[src/rtl/button_down_counter_pkg.sv]
// Shared LED-effects definitions: debounce FSM encoding and default board constants.
package button_down_counter_pkg;

   localparam int DEF_N          = 8;
   localparam int DEF_DEB_CYCLES = 16;

   typedef enum logic [1:0] {
      IDLE        = 2'd0,
      PRESS_CHK   = 2'd1,
      PRESSED     = 2'd2,
      RELEASE_CHK = 2'd3
   } deb_state_t;

endpackage

[src/rtl/button_down_counter_if.sv]
// Board-side signal bundle of the button down counter: raw button, preload, LED count and flags.
interface button_down_counter_if
   import button_down_counter_pkg::*;
#(
   parameter int N = DEF_N
);
   logic         btn;
   logic         load;
   logic [N-1:0] load_val;
   logic [N-1:0] q;
   logic         zero;
   logic         tc_pulse;

   modport master (
      output btn, load, load_val,
      input  q, zero, tc_pulse
   );

   modport slave (
      input  btn, load, load_val,
      output q, zero, tc_pulse
   );
endinterface

[src/rtl/button_down_counter_btn_debounce.sv]
// Button front end: 2-flop synchronizer, debounce FSM and a registered one-cycle step per press.
module btn_debounce
   import button_down_counter_pkg::*;
#(
   parameter int DEB_CYCLES = DEF_DEB_CYCLES
) (
   input  logic clk,
   input  logic reset,
   input  logic btn,
   output logic step
);
   localparam int CW = (DEB_CYCLES > 2) ? $clog2(DEB_CYCLES) : 1;
   // Entering a check state is the first stable sample, so the last one is seen at count DEB_CYCLES-2.
   localparam logic [CW-1:0] CNT_LAST = CW'(DEB_CYCLES - 2);

   logic [1:0]    sync_reg;
   logic          btn_s;
   deb_state_t    state_reg, state_next;
   logic [CW-1:0] cnt_reg, cnt_next;
   logic          step_reg, step_next;

   assign btn_s = sync_reg[1];
   assign step  = step_reg;

   always_ff @(posedge clk or negedge reset) begin
      if (!reset) begin
         sync_reg  <= 2'b00;
         state_reg <= IDLE;
         cnt_reg   <= '0;
         step_reg  <= 1'b0;
      end else begin
         sync_reg  <= {sync_reg[0], btn};
         state_reg <= state_next;
         cnt_reg   <= cnt_next;
         step_reg  <= step_next;
      end
   end

   always_comb begin
      state_next = state_reg;
      cnt_next   = cnt_reg;
      step_next  = 1'b0;
      case (state_reg)
         IDLE: begin
            if (btn_s) begin
               state_next = PRESS_CHK;
               cnt_next   = '0;
            end
         end
         PRESS_CHK: begin
            if (!btn_s) begin
               state_next = IDLE;
            end else if (cnt_reg == CNT_LAST) begin
               state_next = PRESSED;
               cnt_next   = cnt_reg + 1'b1;
               step_next  = 1'b1;
            end else begin
               cnt_next = cnt_reg + 1'b1;
            end
         end
         PRESSED: begin
            if (!btn_s) begin
               state_next = RELEASE_CHK;
               cnt_next   = '0;
            end
         end
         RELEASE_CHK: begin
            if (btn_s) begin
               state_next = PRESSED;
            end else if (cnt_reg == CNT_LAST) begin
               state_next = IDLE;
            end else begin
               cnt_next = cnt_reg + 1'b1;
            end
         end
         default: state_next = IDLE;
      endcase
   end
endmodule

[src/rtl/button_down_counter.sv]
// Button-stepped down counter: preload beats step; zero wraps or saturates; tc_pulse marks 1 -> 0.
module button_down_counter
   import button_down_counter_pkg::*;
#(
   parameter int N          = DEF_N,
   parameter int DEB_CYCLES = DEF_DEB_CYCLES,
   parameter bit WRAP       = 1'b1
) (
   input  logic                  clk,
   input  logic                  reset,
   button_down_counter_if.slave  bus
);
   logic         step;
   logic [N-1:0] q_reg, q_next;
   logic         tc_reg, tc_next;

   btn_debounce #(
      .DEB_CYCLES (DEB_CYCLES)
   ) u_debounce (
      .clk   (clk),
      .reset (reset),
      .btn   (bus.btn),
      .step  (step)
   );

   always_ff @(posedge clk or negedge reset) begin
      if (!reset) begin
         q_reg  <= '1;
         tc_reg <= 1'b0;
      end else begin
         q_reg  <= q_next;
         tc_reg <= tc_next;
      end
   end

   always_comb begin
      q_next  = q_reg;
      tc_next = 1'b0;
      if (bus.load) begin
         q_next = bus.load_val;
      end else if (step) begin
         if (q_reg == N'(1)) begin
            q_next  = '0;
            tc_next = 1'b1;
         end else if (q_reg == '0) begin
            q_next = WRAP ? '1 : '0;
         end else begin
            q_next = q_reg - N'(1);
         end
      end
   end

   assign bus.q        = q_reg;
   assign bus.zero     = (q_reg == '0);
   assign bus.tc_pulse = tc_reg;
endmodule

[src/flat_wrapper.sv]
// flat-port wrapper written by rule: the top's interface ports become plain ports
module button_down_counter_flat import button_down_counter_pkg::*;
#(
   parameter int N          = DEF_N,
   parameter int DEB_CYCLES = DEF_DEB_CYCLES,
   parameter bit WRAP       = 1'b1
)
  (clk, reset, bus_btn, bus_load, bus_load_val, bus_q, bus_zero, bus_tc_pulse);
  button_down_counter_if #(.N(N)) bus_i ();
  input  logic clk;
  input  logic reset;
  input wire logic [$bits(bus_i.btn)-1:0] bus_btn;
  input wire logic [$bits(bus_i.load)-1:0] bus_load;
  input wire logic [$bits(bus_i.load_val)-1:0] bus_load_val;
  output wire logic [$bits(bus_i.q)-1:0] bus_q;
  output wire logic [$bits(bus_i.zero)-1:0] bus_zero;
  output wire logic [$bits(bus_i.tc_pulse)-1:0] bus_tc_pulse;
  assign bus_i.btn = bus_btn;
  assign bus_i.load = bus_load;
  assign bus_i.load_val = bus_load_val;
  assign bus_q = bus_i.q;
  assign bus_zero = bus_i.zero;
  assign bus_tc_pulse = bus_i.tc_pulse;
  button_down_counter #(.N(N), .DEB_CYCLES(DEB_CYCLES), .WRAP(WRAP)) u_core (.clk(clk), .reset(reset), .bus(bus_i));
endmodule
[config.mk]
export PLATFORM = sky130hd
export DESIGN_NAME = button_down_counter_flat
export DESIGN_NICKNAME = d
export VERILOG_FILES = /design/src/rtl/button_down_counter_pkg.sv /design/src/rtl/button_down_counter_if.sv /design/src/rtl/button_down_counter_btn_debounce.sv /design/src/rtl/button_down_counter.sv /design/src/flat_wrapper.sv
export SDC_FILE = /design/constraint.sdc
export NUM_CORES = 1
export LEC_CHECK = 0
export ABC_AREA = 1
export BUFFER_PORTS_ARGS = -buffer_cell sky130_fd_sc_hd__buf_2
export CAP_MARGIN = 10
export CORE_ASPECT_RATIO = 0.9
export CORE_MARGIN = 2
export CORE_UTILIZATION = 53
export DETAILED_ROUTE_END_ITERATION = 8
export PLACE_DENSITY = 0.77
export SYNTH_ARGS = -nofsm -noshare
export SYNTH_HDL_FRONTEND = slang
export SYNTH_HIERARCHICAL = 1
export SYNTH_SLANG_ARGS = --single-unit
[constraint.sdc]
create_clock -name clk -period 1.8 [get_ports clk]
set_clock_uncertainty 0.2 [all_clocks]
set_input_delay 0.45 -clock clk [delete_from_list [all_inputs] [get_ports clk]]
set_output_delay 0.45 -clock clk [all_outputs]
set_load 0.01 [all_outputs]
==> metrics.md <==
| Metric | Value |
|---|---|
| Port Buffers | `21` |
| Worst flop-to-flop path startpoint | `u_core/bus.q[1]` |
| Status | `complete, but fails checks` |
| GRT Residual Overflow | `0` |
| Overall routing resource usage | `22.9%` |
| Vias/cell | `5.15` |
| CTS Buf Count | `3` |
| Worst-path clk slew | `110 ps` |
| CP startpoint kind | `register` |
| Crit Path Class | `reg2out` |
| Layout cells sized above 1 | `33.9%` |
| FF-to-FF setup slack | `120 ps` |
| Iter 0 DRT Violations | `32` |
| Yosys reg bits | `18` |
| Core area | `1930 µm²` |
| Filler instances | `161` |
| Fin worst setup slack | `-145 ps` |
| Routability congestion estimate | `0.929` |
| Max reg flops | `8` |
| Static Leak | `0.728 nW` |
| First-pass GRT wire length | `3.97 mm` |
| Mapped Cells | `138` |
| Logic pwr share | `23.6%` |
| Syn. warnings | `6` |
| Antenna violations before repair | `0` |
| Area grow syn2layout | `23.4%` |
| H-tree depth | `1` |
| Final WL | `2.52 mm` |
| CTS tree | `built` |
| Multi-input logic area | `562 µm²` |
| Drt drc | `0` |
| RSZ-0062 raised after global routing | `true` |
| Die footprint | `2430 µm²` |
| Die height | `47.0 µm` |
| Vias in the first global route | `928` |
| CP endpoint | `bus_zero` |
| DP HPWL | `1.78 mm` |
| Seq/Total Area, Yosys | `42.3%` |
| Via count | `1010` |
| Distinct cell type count of the synthesized netlist | `21` |
| Top fanout value on the critical path | `2` |
| Fin. Hold Viols | `0` |
| Largest net degree at the start of global routing | `19` |
| RR Endpoint | `u_core/bus.q[0]` |
| Power Density | `719 nW/µm²` |
| Clk Latency, worst-skew pair | `300 ps` |
| Synthesized area per cell | `7.88 µm²` |
| Tcrit/Tclk final | `108%` |
| Max-cap violations | `0` |
| Worst Tran Pin Value | `428 ps` |
| Final Slew Violations | `0` |
| Worst Hold Class | `in2reg` |
| Share of total power in the clock network | `26.6%` |
| CP required | `1150 ps` |
| Cell Area, Synth | `1090 µm²` |
| Total power | `0.965 mW` |
| Peak supply drop | `543 µV` |
| FF+latch area | `460 µm²` |
| Sw Ratio | `30.8%` |
| Slew headroom | `71.4%` |
| F_max | `514 MHz` |
| Worst Setup End Kind | `output port` |
| Nets@finish | `189` |
| # clock sinks | `18` |
| Mapped Nets | `155` |
| Failing checks | `negative setup slack` |
| Period minus WS final | `1940 ps` |
| Initial core utilization | `56.2%` |
| Setup crit start | `u_core/bus.q[0]` |
| Longest Clk Path Bufs | `2` |
| I/O pins | `22` |
| Cell-internal power | `0.667 mW` |
| Antenna Nets Post-Route | `0` |
| Crit path DAT | `1290 ps` |
| First-pass detailed-route iteration total | `4` |
| Reg2reg path depth | `8` |
| Die X | `51.7 µm` |
| Sequential share of power | `49.8%` |
| Net Switching | `0.297 mW` |
| Root buffer cell | `clkbuf_4` |
| Cell Rows | `15` |
| Wire per inst | `12.8 µm` |
| Final hold slack | `54.9 ps` |
| Final setup violating endpoints | `1` |
| ANT cells | `0` |
[cells in the mapped netlist]
cell type	instances	area (µm²)
xnor2_1	2	17.5
inv_2	2	7.51
nor3_1	1	5.00
nand2_1	45	169
nand4_1	3	18.8
o211ai_1	1	7.51
nor2_4	3	33.8
nand3_2	1	10.0
dfstp_2	8	210
clkbuf_8	1	13.8
nand4_2	1	12.5
nand3_1	16	80.1
nand2_4	1	11.3
nor2_1	10	37.5
dfrtp_1	10	250
ha_1	5	62.6
nor2_2	3	18.8
o21ai_0	3	15.0
nand2_2	2	12.5
inv_1	15	56.3
a22oi_1	5	37.5
[final cells by class]
| type | count | area share, % |
|---|---|---|
| Timing Repair Buffer | 30 | 14.0 |
| Inverter | 17 | 4.76 |
| Tap cell | 25 | 2.33 |
| Multi-Input combinational cell | 102 | 41.9 |
| Clock buffer | 4 | 2.71 |
| Sequential cell | 18 | 34.3 |
[repair_timing]
item / 4_1_cts / 5_1_grt
endpoints found under the hold margin: 10 / 0
setup buffers: 7 / 0
gates resized for setup: 4 / 3
cloned: 0 / 0
endpoints found under the setup margin: 1 / 2
hold buffers: 1 / 0
[per-layer routing]
layer	global-route usage, %	routed length (µm)	vias to the layer above
met5	0	0	-
met4	9.47	16	0
met3	3.82	93	2
met2	40.3	1240	32
met1	28.7	1170	469
li1	-	-	507
[critical path, stage by stage (launching register included)]
cell	delay [ps]
dfstp_2	560
inv_2	50
ha_4	150
nand3_2	80
inv_2	40
buf_6	110
[metrics by stage]
step / setup TNS [ps] / util, % / instances / area, µm² / setup slack (ps)
floorplan: 0 / - / 138 / 1090 / 92.6
global placement: 0 / 63.0 / 184 / 1220 / 103
detailed placement: 0 / 63.0 / 184 / 1220 / 58.8
CTS: -145 / 68.7 / 196 / 1330 / -145
global route: -181 / 69.4 / 196 / 1340 / -181
finish: -145 / 69.4 / 196 / 1340 / -145
[layout by cell type (no fill, tap or decap), drive strengths merged]
cell type,netlist,layout
nor2,16,16
o211ai,1,1
dlygate4sd3,0,1
nand3,17,17
inv,17,17
buf,0,29
clkbuf,1,4
dfrtp,10,10
nand4,4,4
o21ai,3,3
dfstp,8,8
nand2,48,48
ha,5,5
xnor2,2,2
a22oi,5,5
nor3,1,1
[kinds of logic after synthesis]
logic type / synth area share [%]
flops: 42.3
compound gates: 5.52
simple gates: 37.6
fa+ha+maj: 5.75
buf+inv: 7.13
xor+xnor: 1.61
[power by group through the flow]
stage	Clock (mW)	Combinational, mW	Sequential (mW)
after floorplan	0	0.123	0.492
after global placement	0	0.183	0.489
after detailed placement	0	0.190	0.492
after CTS	0.264	0.223	0.480
after global routing	0.274	0.252	0.485
final	0.257	0.227	0.481
[worst min path at each step]
stage / cells after the start / start / end
2_1_floorplan: 0 / reset / u_core/bus.tc_pulse
3_3_place_gp: 0 / u_core/u_debounce/sync_reg[0] / u_core/u_debounce/sync_reg[1]
3_5_place_dp: 0 / u_core/u_debounce/sync_reg[0] / u_core/u_debounce/sync_reg[1]
4_1_cts: 1 / bus_btn / u_core/u_debounce/sync_reg[0]
5_1_grt: 1 / bus_btn / u_core/u_debounce/sync_reg[0]
6_report: 1 / bus_btn / u_core/u_debounce/sync_reg[0]
No activity file was read; power rests on OpenSTA's default activity.
